### src/rtl/mc_mdu.sv
// mc_mdu: multi-cycle multiply/divide unit with HI/LO result registers.
// One radix-2 step per cycle: shift-add multiply or restoring divide, both
// on operand magnitudes, followed by a single sign-fixup cycle.
module mc_mdu #(
    parameter int unsigned WIDTH = 32
) (
    input  logic             clk,
    input  logic             rst,
    input  logic             start,
    input  logic [2:0]       op,
    input  logic [WIDTH-1:0] a,
    input  logic [WIDTH-1:0] b,
    input  logic             flush,
    output logic             busy,
    output logic             done,
    output logic [WIDTH-1:0] hi,
    output logic [WIDTH-1:0] lo
);

    localparam int unsigned CW = $clog2(WIDTH);
    localparam logic [CW-1:0] LAST_STEP = CW'(WIDTH - 1);
    localparam logic [2:0] OP_MTHI = 3'b100;
    localparam logic [2:0] OP_MTLO = 3'b101;

    typedef enum logic [1:0] {S_IDLE, S_RUN, S_FIX, S_DONE} state_e;

    state_e           state_q, state_d;
    logic             busy_q, busy_d;
    logic             done_q, done_d;
    logic [WIDTH-1:0] hi_q, hi_d;
    logic [WIDTH-1:0] lo_q, lo_d;
    logic [CW-1:0]    cnt_q, cnt_d;
    logic [WIDTH-1:0] a_q, a_d;       // raw dividend, returned as-is on divide by zero
    logic [WIDTH-1:0] opb_q, opb_d;   // |b|: multiplicand or divisor
    logic [WIDTH-1:0] acc_q, acc_d;   // product high half / partial remainder
    logic [WIDTH-1:0] sh_q, sh_d;     // multiplier bits out / quotient bits in
    logic             div_q, div_d;
    logic             sa_q, sa_d;
    logic             sb_q, sb_d;
    logic             bzero_q, bzero_d;

    logic             accept;
    logic             signed_op;
    logic [WIDTH-1:0] abs_a, abs_b;
    logic [WIDTH:0]   sum, shifted, trial;
    logic [2*WIDTH-1:0] prod;
    logic [WIDTH-1:0] quo, rem;

    // Next-state, datapath step and result fixup
    always_comb begin
        state_d = state_q;
        hi_d    = hi_q;
        lo_d    = lo_q;
        cnt_d   = cnt_q;
        a_d     = a_q;
        opb_d   = opb_q;
        acc_d   = acc_q;
        sh_d    = sh_q;
        div_d   = div_q;
        sa_d    = sa_q;
        sb_d    = sb_q;
        bzero_d = bzero_q;

        accept    = start && !flush && (state_q == S_IDLE || state_q == S_DONE);
        signed_op = !op[0];
        abs_a     = (signed_op && a[WIDTH-1]) ? -a : a;
        abs_b     = (signed_op && b[WIDTH-1]) ? -b : b;

        sum     = sh_q[0] ? ({1'b0, acc_q} + {1'b0, opb_q}) : {1'b0, acc_q};
        shifted = {acc_q, sh_q[WIDTH-1]};
        trial   = shifted - {1'b0, opb_q};

        prod = {acc_q, sh_q};
        if (sa_q ^ sb_q) prod = -prod;
        quo = (sa_q ^ sb_q) ? -sh_q : sh_q;
        rem = sa_q ? -acc_q : acc_q;

        case (state_q)
            S_IDLE, S_DONE: begin
                state_d = S_IDLE;
                if (accept) begin
                    if (!op[2]) begin
                        a_d     = a;
                        opb_d   = abs_b;
                        acc_d   = '0;
                        sh_d    = abs_a;
                        div_d   = op[1];
                        sa_d    = signed_op && a[WIDTH-1];
                        sb_d    = signed_op && b[WIDTH-1];
                        bzero_d = (b == '0);
                        cnt_d   = '0;
                        state_d = S_RUN;
                    end else if (op == OP_MTHI) begin
                        hi_d = a;
                    end else if (op == OP_MTLO) begin
                        lo_d = a;
                    end
                end
            end
            S_RUN: begin
                if (flush) begin
                    state_d = S_IDLE;
                end else begin
                    if (div_q) begin
                        if (!trial[WIDTH]) begin
                            acc_d = trial[WIDTH-1:0];
                            sh_d  = {sh_q[WIDTH-2:0], 1'b1};
                        end else begin
                            acc_d = shifted[WIDTH-1:0];
                            sh_d  = {sh_q[WIDTH-2:0], 1'b0};
                        end
                    end else begin
                        acc_d = sum[WIDTH:1];
                        sh_d  = {sum[0], sh_q[WIDTH-1:1]};
                    end
                    cnt_d = cnt_q + CW'(1);
                    if (cnt_q == LAST_STEP) state_d = S_FIX;
                end
            end
            S_FIX: begin
                if (flush) begin
                    state_d = S_IDLE;
                end else begin
                    if (!div_q) begin
                        hi_d = prod[2*WIDTH-1:WIDTH];
                        lo_d = prod[WIDTH-1:0];
                    end else if (bzero_q) begin
                        hi_d = a_q;
                        lo_d = '1;
                    end else begin
                        hi_d = rem;
                        lo_d = quo;
                    end
                    state_d = S_DONE;
                end
            end
            default: state_d = S_IDLE;
        endcase

        busy_d = (state_d == S_RUN) || (state_d == S_FIX);
        done_d = (state_d == S_DONE);
    end

    // State and datapath registers, asynchronously cleared
    always_ff @(posedge clk or negedge rst) begin
        if (!rst) begin
            state_q <= S_IDLE;
            busy_q  <= 1'b0;
            done_q  <= 1'b0;
            hi_q    <= '0;
            lo_q    <= '0;
            cnt_q   <= '0;
            a_q     <= '0;
            opb_q   <= '0;
            acc_q   <= '0;
            sh_q    <= '0;
            div_q   <= 1'b0;
            sa_q    <= 1'b0;
            sb_q    <= 1'b0;
            bzero_q <= 1'b0;
        end else begin
            state_q <= state_d;
            busy_q  <= busy_d;
            done_q  <= done_d;
            hi_q    <= hi_d;
            lo_q    <= lo_d;
            cnt_q   <= cnt_d;
            a_q     <= a_d;
            opb_q   <= opb_d;
            acc_q   <= acc_d;
            sh_q    <= sh_d;
            div_q   <= div_d;
            sa_q    <= sa_d;
            sb_q    <= sb_d;
            bzero_q <= bzero_d;
        end
    end

    assign busy = busy_q;
    assign done = done_q;
    assign hi   = hi_q;
    assign lo   = lo_q;

endmodule

### config.mk
export PLATFORM = sky130hd
export DESIGN_NAME = mc_mdu
export DESIGN_NICKNAME = d
export VERILOG_FILES = /design/src/rtl/mc_mdu.sv
export SDC_FILE = /design/constraint.sdc
export NUM_CORES = 1
export LEC_CHECK = 0
export ABC_AREA = 1
export BUFFER_PORTS_ARGS = -buffer_cell sky130_fd_sc_hd__buf_4
export CAP_MARGIN = 20
export CORE_ASPECT_RATIO = 1.75
export CORE_MARGIN = 1.5
export CORE_UTILIZATION = 55
export CTS_BUF_LIST = sky130_fd_sc_hd__clkbuf_16
export DETAILED_ROUTE_END_ITERATION = 10
export GPL_TIMING_DRIVEN = 0
export PLACE_DENSITY = 0.76
export SYNTH_ARGS = -nofsm -noshare
export SYNTH_HDL_FRONTEND = slang
export SYNTH_SLANG_ARGS = --single-unit
### constraint.sdc
create_clock -name clk -period 2.4 [get_ports clk]
set_input_delay 0.36 -clock clk [delete_from_list [all_inputs] [get_ports clk]]
set_output_delay 0.36 -clock clk [all_outputs]
set_load 0.05 [all_outputs]
==> results of run 1 <==
-- metrics by stage --
| stage | cells | setup slack [ns] | setup TNS [ns] |
|---|---|---|---|
| global placement | 4072 | -0.683 | -144.71 |
| CTS | 4143 | -0.0865 | -1.64 |
| detailed placement | 4073 | -0.776 | -68.34 |
| floorplan | 3466 | 0.122 | 0 |
-- cells by family after synthesis --
logic type | share of synthesized area (%)
simple gates | 41.4
buf+inv | 10.9
compound gates | 14.0
flops | 25.6
fa+ha+maj | 4.76
xor+xnor | 3.24
-- per-layer routing --
layer	global-route usage, %	overflow
met1	54.7	0
met2	86.2	5
met3	21.2	0
met4	65.7	2
met5	0	0
-- repair_timing --
item                                    4_1_cts
endpoints found under the setup margin      187
resized for setup                           204
hold buffers                                  1
hold endpoints to repair                    108
cloned                                        4
setup buffers                                22
pin swaps                                    47
-- synthesized netlist by cell type (3+ instances only) --
master,number,area share (%)
dfrtp_1,205,26
nor2_1,478,9.0
inv_2,7,0.13
o22ai_1,3,0.094
buf_1,12,0.22
clkbuf_1,83,1.6
xor2_1,60,2.6
or2_1,3,0.094
nand2_2,10,0.31
and2_1,9,0.28
a21boi_0,3,0.11
o211ai_1,12,0.45
nand2_1,1119,21
o21ai_0,224,5.6
or2_2,6,0.19
nor2_2,6,0.19
nand3b_1,14,0.52
o21a_1,3,0.11
buf_6,3,0.17
buf_2,22,0.55
o21bai_1,7,0.26
xnor2_1,14,0.61
a31oi_1,11,0.34
nor4_1,6,0.19
inv_1,424,7.9
a22oi_1,11,0.41
ha_1,73,4.6
buf_4,8,0.30
nor3_1,38,0.95
nand3_1,286,7.1
o21ai_1,7,0.17
a21oi_1,229,5.7
nand4_1,38,1.2
o21ai_2,7,0.31
==> results.py, run 1 <==
metrics = {
    "outcome": {
        "lastStage": "global routing (5_1_grt)",
        "status": "stopped before the end",
        "error": "[ERROR GRT-0116] Global routing finished with congestion. Check the congestion regions in the DRC Viewer.",
    },
    "cts": {
        "clockBufferDepth": 3,
        "cts.sinks": 205,
        "cts-htree-levels": 1,
        "cts_buffers": 24,
        "clockRootBuffer": "clkbuf_16",
    },
    "floorplan": {
        "start_util_pct": 55.8,
        "rows": 92,
        "die_w_um": 147,
        "num_io_pins": 137,
        "die_y_um": 255,
    },
    "logic_synthesis": {
        "synthCells": 3466,
        "ys_seq_area_share_pct": 25.6,
        "synthArstFlopShare_pct": 100,
        "synth_cell_types": 52,
        "synth_fp_nets": 3612,
        "synth_area_um2": 20000,
        "yosys_warnings": 0,
        "synth_edf_count": 0,
        "avgSynthCellArea_um2": 5.78,
        "synth_ff_type": "dfrtp_1",
        "ys_seq_elements": 205,
    },
    "grt": {
        "grt_start_max_net_pins": 110,
        "grt.overflow.total": 7,
        "grt_pass1_vias": 26240,
        "grt_first_pass_wirelength_um": 161000,
        "grt_use_total_pct": 56.7,
    },
    "placement": {
        "dp_hpwl_um": 77800,
        "port_buffers": 136,
        "routabilityCongestion": 1.19,
        "dpl-instance-area_um2": 21700,
    },
}
==> run 2, diff against run 1 <==
CORE_ASPECT_RATIO = unset   (was 1.75)
CORE_UTILIZATION = 40   (was 55)
CTS_BUF_LIST = unset   (was sky130_fd_sc_hd__clkbuf_16)
PLACE_DENSITY = unset   (was 0.76)
PLACE_DENSITY_LB_ADDON = 0.15   (was unset)
clock period = 3.12 ns   (was 2.4 ns; I/O delays follow)
==> results.py, run 2 <==
metrics = {
    "logic_synthesis": {
        "synth_fp_nets": 3612,
        "ys_seq_elements": 205,
        "yosys_warnings": 0,
        "synth_most_common_cell": "nand2_1",
        "synthCells": 3466,
        "avgSynthCellArea_um2": 5.78,
        "synth_area_um2": 20000,
        "ys_seq_area_share_pct": 25.6,
        "synth_area_leader_cell": "dfrtp_1",
        "netlist.area_leader.share_pct": 25.6,
        "synth_ff_type": "dfrtp_1",
        "synth_cell_types": 52,
        "synthArstFlopShare_pct": 100,
        "yosys-top-cells-count": "1119 x nand2_1, 478 x nor2_1, 424 x inv_1",
        "synth_edf_count": 0,
        "netlist_top_cells_area": "dfrtp_1 26%, nand2_1 21%, nor2_1 9.0%, inv_1 7.9%, nand3_1 7.1%",
    },
    "floorplan": {
        "die_y_um": 227,
        "start_util_pct": 40.8,
        "die_area_um2": 51400,
        "num_io_pins": 137,
        "core_area_um2": 49200,
        "die_w_um": 227,
        "rows": 81,
    },
    "finish": {
        "drive_gt1_share_pct": 7.18,
        "post-route-util_pct": 46.5,
        "seq_area_um2": 5130,
        "multi_input_area_um2": 12700,
        "fill_cells": 5470,
        "nets": 3777,
        "mostFrequentLayoutCells": "1119 x nand2_1, 478 x nor2_1, 423 x inv_1",
        "area_growth_pct": 14.2,
        "final_common_cell": "nand2_1",
    },
    "detailed_routing": {
        "drc": 0,
        "drt_wl_total_um": 90900,
        "drtAntennaViolNets": 0,
        "first_pass_iters": 6,
        "via_per_inst": 5.50,
        "drtIter0Drc": 3020,
        "routedWlPerCell_um": 21.1,
        "vias": 23746,
    },
    "pwr": {
        "p_leak_nw": 11.9,
        "internal_power_mw": 7.00,
        "power.total_mw": 13.4,
        "p_clk_share_pct": 24.6,
        "p_comb_share_pct": 47.9,
        "ir_worst_vdd_uv": 343,
        "pwr_density_cell_nw_per_um2": 586,
        "switching_share_pct": 47.7,
        "seq_power_share_pct": 27.5,
        "switchingPower_mw": 6.39,
    },
    "cts": {
        "tritoncts": "done",
        "clkSlewWorstSetupHoldPaths_ns": 0.06,
        "cts.sinks": 205,
        "cts-htree-levels": 1,
        "clockBufferDepth": 3,
        "clockRootBuffer": "clkbuf_16",
        "clock_latency_ns": 0.57,
        "cts_buffers": 26,
    },
    "placement": {
        "dp_hpwl_um": 74500,
        "port_buffers": 136,
        "routabilityCongestion": 1.05,
    },
    "min_path": {
        "hold_depth": 3,
        "hold_path_class": "in -> reg",
        "holdCritStartpoint": "op[1]",
    },
    "timing": {
        "drv_slew": 0,
        "hold_viol": 0,
        "finalSetupViolCount": 0,
        "finClkSkew_ns": 0.0277,
        "fmax_mhz": 336,
        "worstMarginPinSlew_ns": 0.939,
        "fin_crit_sh_pct": 95.3,
        "rsz0062_at_grt": "false",
        "finalCriticalPeriod_ns": 2.97,
        "maxSlewHeadroom_pct": 37.4,
    },
    "grt": {
        "grt_use_total_pct": 35.3,
        "grt_first_pass_wirelength_um": 135000,
        "grt_pass1_vias": 21890,
        "antenna_found_initial": 2,
        "grt_start_max_net_pins": 112,
        "grt.overflow.total": 0,
    },
    "setup_path": {
        "setup.worst_path.start": "sh_q[0]$_DFFE_PN0P_",
        "crit_chain": "buf_2, inv_4, ha_1, nand3_1, nor2_1, nand2_1, o21ai_0, xor2_1, o21ai_0, a21oi_1",
        "r2r_cells": 10,
        "startpoint_type": "register",
        "cp.arrival_ns": 3.37,
        "max_stage_delay_ns": 0.59,
        "path_max_fanout": 17,
        "crit_type": "reg -> reg",
        "cpMostUsedCell": "o21ai_0",
        "r2r-start": "sh_q[0]$_DFFE_PN0P_",
        "critPathSlowestCell": "o21ai_0",
        "worstSetupEndpointType": "register",
        "required_ns": 3.52,
    },
    "job": {
        "max_cap_viol_count": 0,
    },
    "outcome": {
        "status": "finished clean",
    },
}
run 2: cell counts after synthesis:
No cell type changed its count.
run 2: path summary, 6_finish.rpt:
path                                         end  slack [ns]
setup / recovery              lo[24]$_DFFE_PN0P_        0.15
hold reg to reg             cnt_q[3]$_DFFE_PN0P_        0.47
max in group asynchronous     lo[24]$_DFFE_PN0P_        1.45
setup reg to reg              lo[24]$_DFFE_PN0P_        0.15
hold / removal                 div_q$_DFFE_PN0P_        0.15
min in group asynchronous  opb_q[18]$_DFFE_PN0P_        0.53
run 2: layout make-up:
| type | instances | share of cell area (%) |
|---|---|---|
| clock buffer | 37 | 3.29 |
| multi-input combinational | 2699 | 55.7 |
| tap | 664 | 3.63 |
| antenna | 1 | 0.0109 |
| clock inverter | 9 | 0.657 |
| sequential | 205 | 22.4 |
| buffer | 126 | 2.42 |
| inverter | 434 | 7.13 |
| timing repair buffer | 139 | 4.75 |
run 2: stage by stage:
stage	cells	setup slack (ns)	TNS, ns	instance area (um^2)	hold slack (ns)
final	4314	0.146	0	22900	0.151
after global routing	4313	0.00716	0	22900	0.184
after CTS	4313	0.0743	0	22800	0.131
after detailed placement	4267	-0.222	-0.426	21900	0.463
after global placement	4266	-0.244	-15.09	21900	0.451
after floorplan	3466	0.842	0	20000	0.172
run 2: layer usage:
metal	track usage (%)	share of wire, %
met3	8.12	11
met1	51.4	45
met4	10.1	2.8
met2	51.5	41
met5	0	0.014
run 2: logic make-up after synthesis:
group / after synthesis / synth area share, %
buf+inv: 562 / 10.9
xor+xnor: 74 / 3.24
simple gates: 2022 / 41.4
flops: 205 / 25.6
compound gates: 528 / 14.0
fa+ha+maj: 75 / 4.76
run 2: power groups by stage:
stage	combinational, mW	sequential (mW)	clock (mW)
CTS	6.26	3.67	3.30
global placement	6.21	3.71	0
floorplan	3.52	4.17	0
detailed placement	6.24	3.71	0
finish	6.42	3.68	3.29
global route	7.00	3.73	3.40
run 2: worst max-delay path, delay by kind of cell, from the launching register on:
kind	cells	cell delay, ns
adder cells (fa/ha/maj)	1	0.26
flip-flops	1	0.36
XOR/XNOR	1	0.14
AO/OA/AOI/OAI	3	0.96
buffers and inverters	2	0.50
AND/OR/NAND/NOR	3	0.57
run 2: timing repair:
| item | CTS | global route |
|---|---|---|
| endpoints found under the setup margin | 9 | 60 |
| hold endpoints to repair | 58 | 0 |
| hold buffers | 1 | 0 |
| pin swaps | 0 | 1 |
| setup buffers | 0 | 1 |
| resized for setup | 3 | 9 |
(Power assumes the default switching activity.)
==> run 3, diff against run 2 <==
CELL_PAD_IN_SITES_DETAIL_PLACEMENT = 1   (was unset)
CELL_PAD_IN_SITES_GLOBAL_PLACEMENT = 1   (was unset)
clock period = 3.3 ns   (was 3.12 ns; I/O delays follow)
==> results.py, run 3 (synthesized netlist as in run 2, its figures left out) <==
metrics = {
    "finish": {
        "area_growth_pct": 13.5,
        "mostFrequentLayoutCells": "1118 x nand2_1, 477 x nor2_1, 422 x inv_1",
        "nets": 3776,
        "post-route-util_pct": 46.3,
        "layout.cells.non_filler": 4312,
        "drive_gt1_share_pct": 7.21,
        "final_common_cell": "nand2_1",
    },
    "cts": {
        "cts.sinks": 205,
        "cts_hold_repair.buffers": 0,
        "clockRootBuffer": "clkbuf_16",
        "tritoncts": "done",
        "cts-htree-levels": 1,
        "cts_buffers": 25,
        "clock_latency_ns": 0.57,
        "clockBufferDepth": 3,
        "clkSlewWorstSetupHoldPaths_ns": 0.07,
    },
    "floorplan": {
        "num_io_pins": 137,
        "die_w_um": 227,
        "start_util_pct": 40.8,
        "die_area_um2": 51400,
        "die_y_um": 227,
        "core_area_um2": 49200,
        "rows": 81,
    },
    "setup_path": {
        "worstSetupEndpointType": "register",
        "startpoint_type": "register",
        "cp.arrival_ns": 3.70,
        "required_ns": 3.79,
        "setup.worst_path.start": "sh_q[0]$_DFFE_PN0P_",
        "crit_type": "reg -> reg",
        "r2r_slack_ns": 0.08,
        "r2r-start": "sh_q[0]$_DFFE_PN0P_",
        "path_max_fanout": 17,
    },
    "pwr": {
        "internal_power_mw": 6.31,
        "ir_worst_vdd_uv": 391,
        "p_clk_share_pct": 22.4,
        "p_leak_nw": 11.8,
        "seq_power_share_pct": 27.6,
        "switching_share_pct": 50.5,
        "switchingPower_mw": 6.44,
        "pwr_density_cell_nw_per_um2": 561,
        "power.total_mw": 12.8,
        "p_comb_share_pct": 50.0,
    },
    "timing": {
        "maxSlewHeadroom_pct": 34.4,
        "layout_setup_ws_ns": 0.0836,
        "fmax_mhz": 311,
        "fin_crit_sh_pct": 97.5,
        "rsz0062_at_grt": "false",
        "finClkSkew_ns": 0.0144,
        "worstMarginPinSlew_ns": 0.984,
        "finalSetupViolCount": 0,
        "finalCriticalPeriod_ns": 3.22,
        "whs_ns": -0.0657,
        "hold_viol": 15,
        "drv_slew": 0,
    },
    "grt": {
        "grt_pass1_vias": 24988,
        "grt.overflow.total": 0,
        "grt_use_total_pct": 40.3,
        "grt_start_max_net_pins": 107,
        "grt_first_pass_wirelength_um": 154000,
        "antenna_found_initial": 6,
    },
    "placement": {
        "post-place-ws_ns": -0.136,
        "port_buffers": 136,
        "dp_hpwl_um": 85900,
        "post-place-cells": 4267,
        "routabilityCongestion": 1.05,
    },
    "detailed_routing": {
        "via_per_inst": 5.80,
        "routedWlPerCell_um": 24.0,
        "first_pass_iters": 6,
        "drtAntennaViolNets": 0,
        "vias": 24995,
        "drtIter0Drc": 2394,
        "drc": 0,
        "drt_wl_total_um": 104000,
    },
    "job": {
        "max_cap_viol_count": 0,
    },
    "outcome": {
        "violations": "negative hold slack",
        "status": "finished, violations left",
    },
    "min_path": {
        "hold_path_class": "in -> async",
    },
}
==> run 3: area by class of cell <==
class,count,area [um^2]
buffer,127,558
fill,6957,26400
clock inverter,13,128
tap,664,831
timing repair buffer,138,1060
inverter,434,1640
sequential,205,5130
multi-input combinational,2699,12700
antenna,2,5.00
clock buffer,30,664
==> run 3: critical path, cell delays in order (launching register included) <==
cell and delay (ns):
dfrtp_1 0.37, buf_2 0.25, inv_6 0.24, ha_1 0.28, nand3_1 0.16, nor2_1 0.24
nand3_1 0.22, nand2_1 0.20, o21ai_0 0.13, o21ai_0 0.67, nand2_1 0.20, a21oi_1 0.17
==> run 3: timing repair <==
action                                  in CTS  in global routing
endpoints found under the setup margin       7                 24
setup buffers                                1                  0
resized for setup                            1                 12
pin swaps                                    0                  0
==> run 3: power groups by stage <==
| stage | logic, mW | registers [mW] | clock network [mW] |
|---|---|---|---|
| after global routing | 6.87 | 3.55 | 2.95 |
| after CTS | 6.21 | 3.49 | 2.86 |
| after detailed placement | 6.18 | 3.53 | 0 |
| after global placement | 6.01 | 3.51 | 0 |
| after floorplan | 3.33 | 3.95 | 0 |
| final | 6.38 | 3.52 | 2.86 |
==> run 3: per-layer routing <==
| layer | GRT usage, % | wire [um] |
|---|---|---|
| met1 | 56.4 | 46100 |
| met2 | 60.9 | 43800 |
| met3 | 9.52 | 10000 |
| met4 | 12.2 | 3620 |
| met5 | 0 | 96 |
==> run 3: stage by stage <==
step	area, um^2	TNS [ns]
finish	22700	0
global route	22700	0
CTS	22700	0
global placement	21900	-0.219
detailed placement	21900	-0.370
floorplan	20000	0
==> run 3: final timing paths <==
path                                          to  depth (start not counted)
min in group clk           opb_q[20]$_DFFE_PN0P_                          3
max reg2reg                   lo[20]$_DFFE_PN0P_                         11
max                           lo[20]$_DFFE_PN0P_                         11
max in group asynchronous    a_q[20]$_DFFE_PN0P_                          2
min                        opb_q[26]$_DFFE_PN0P_                          1
min reg2reg                   a_q[2]$_DFFE_PN0P_                          2
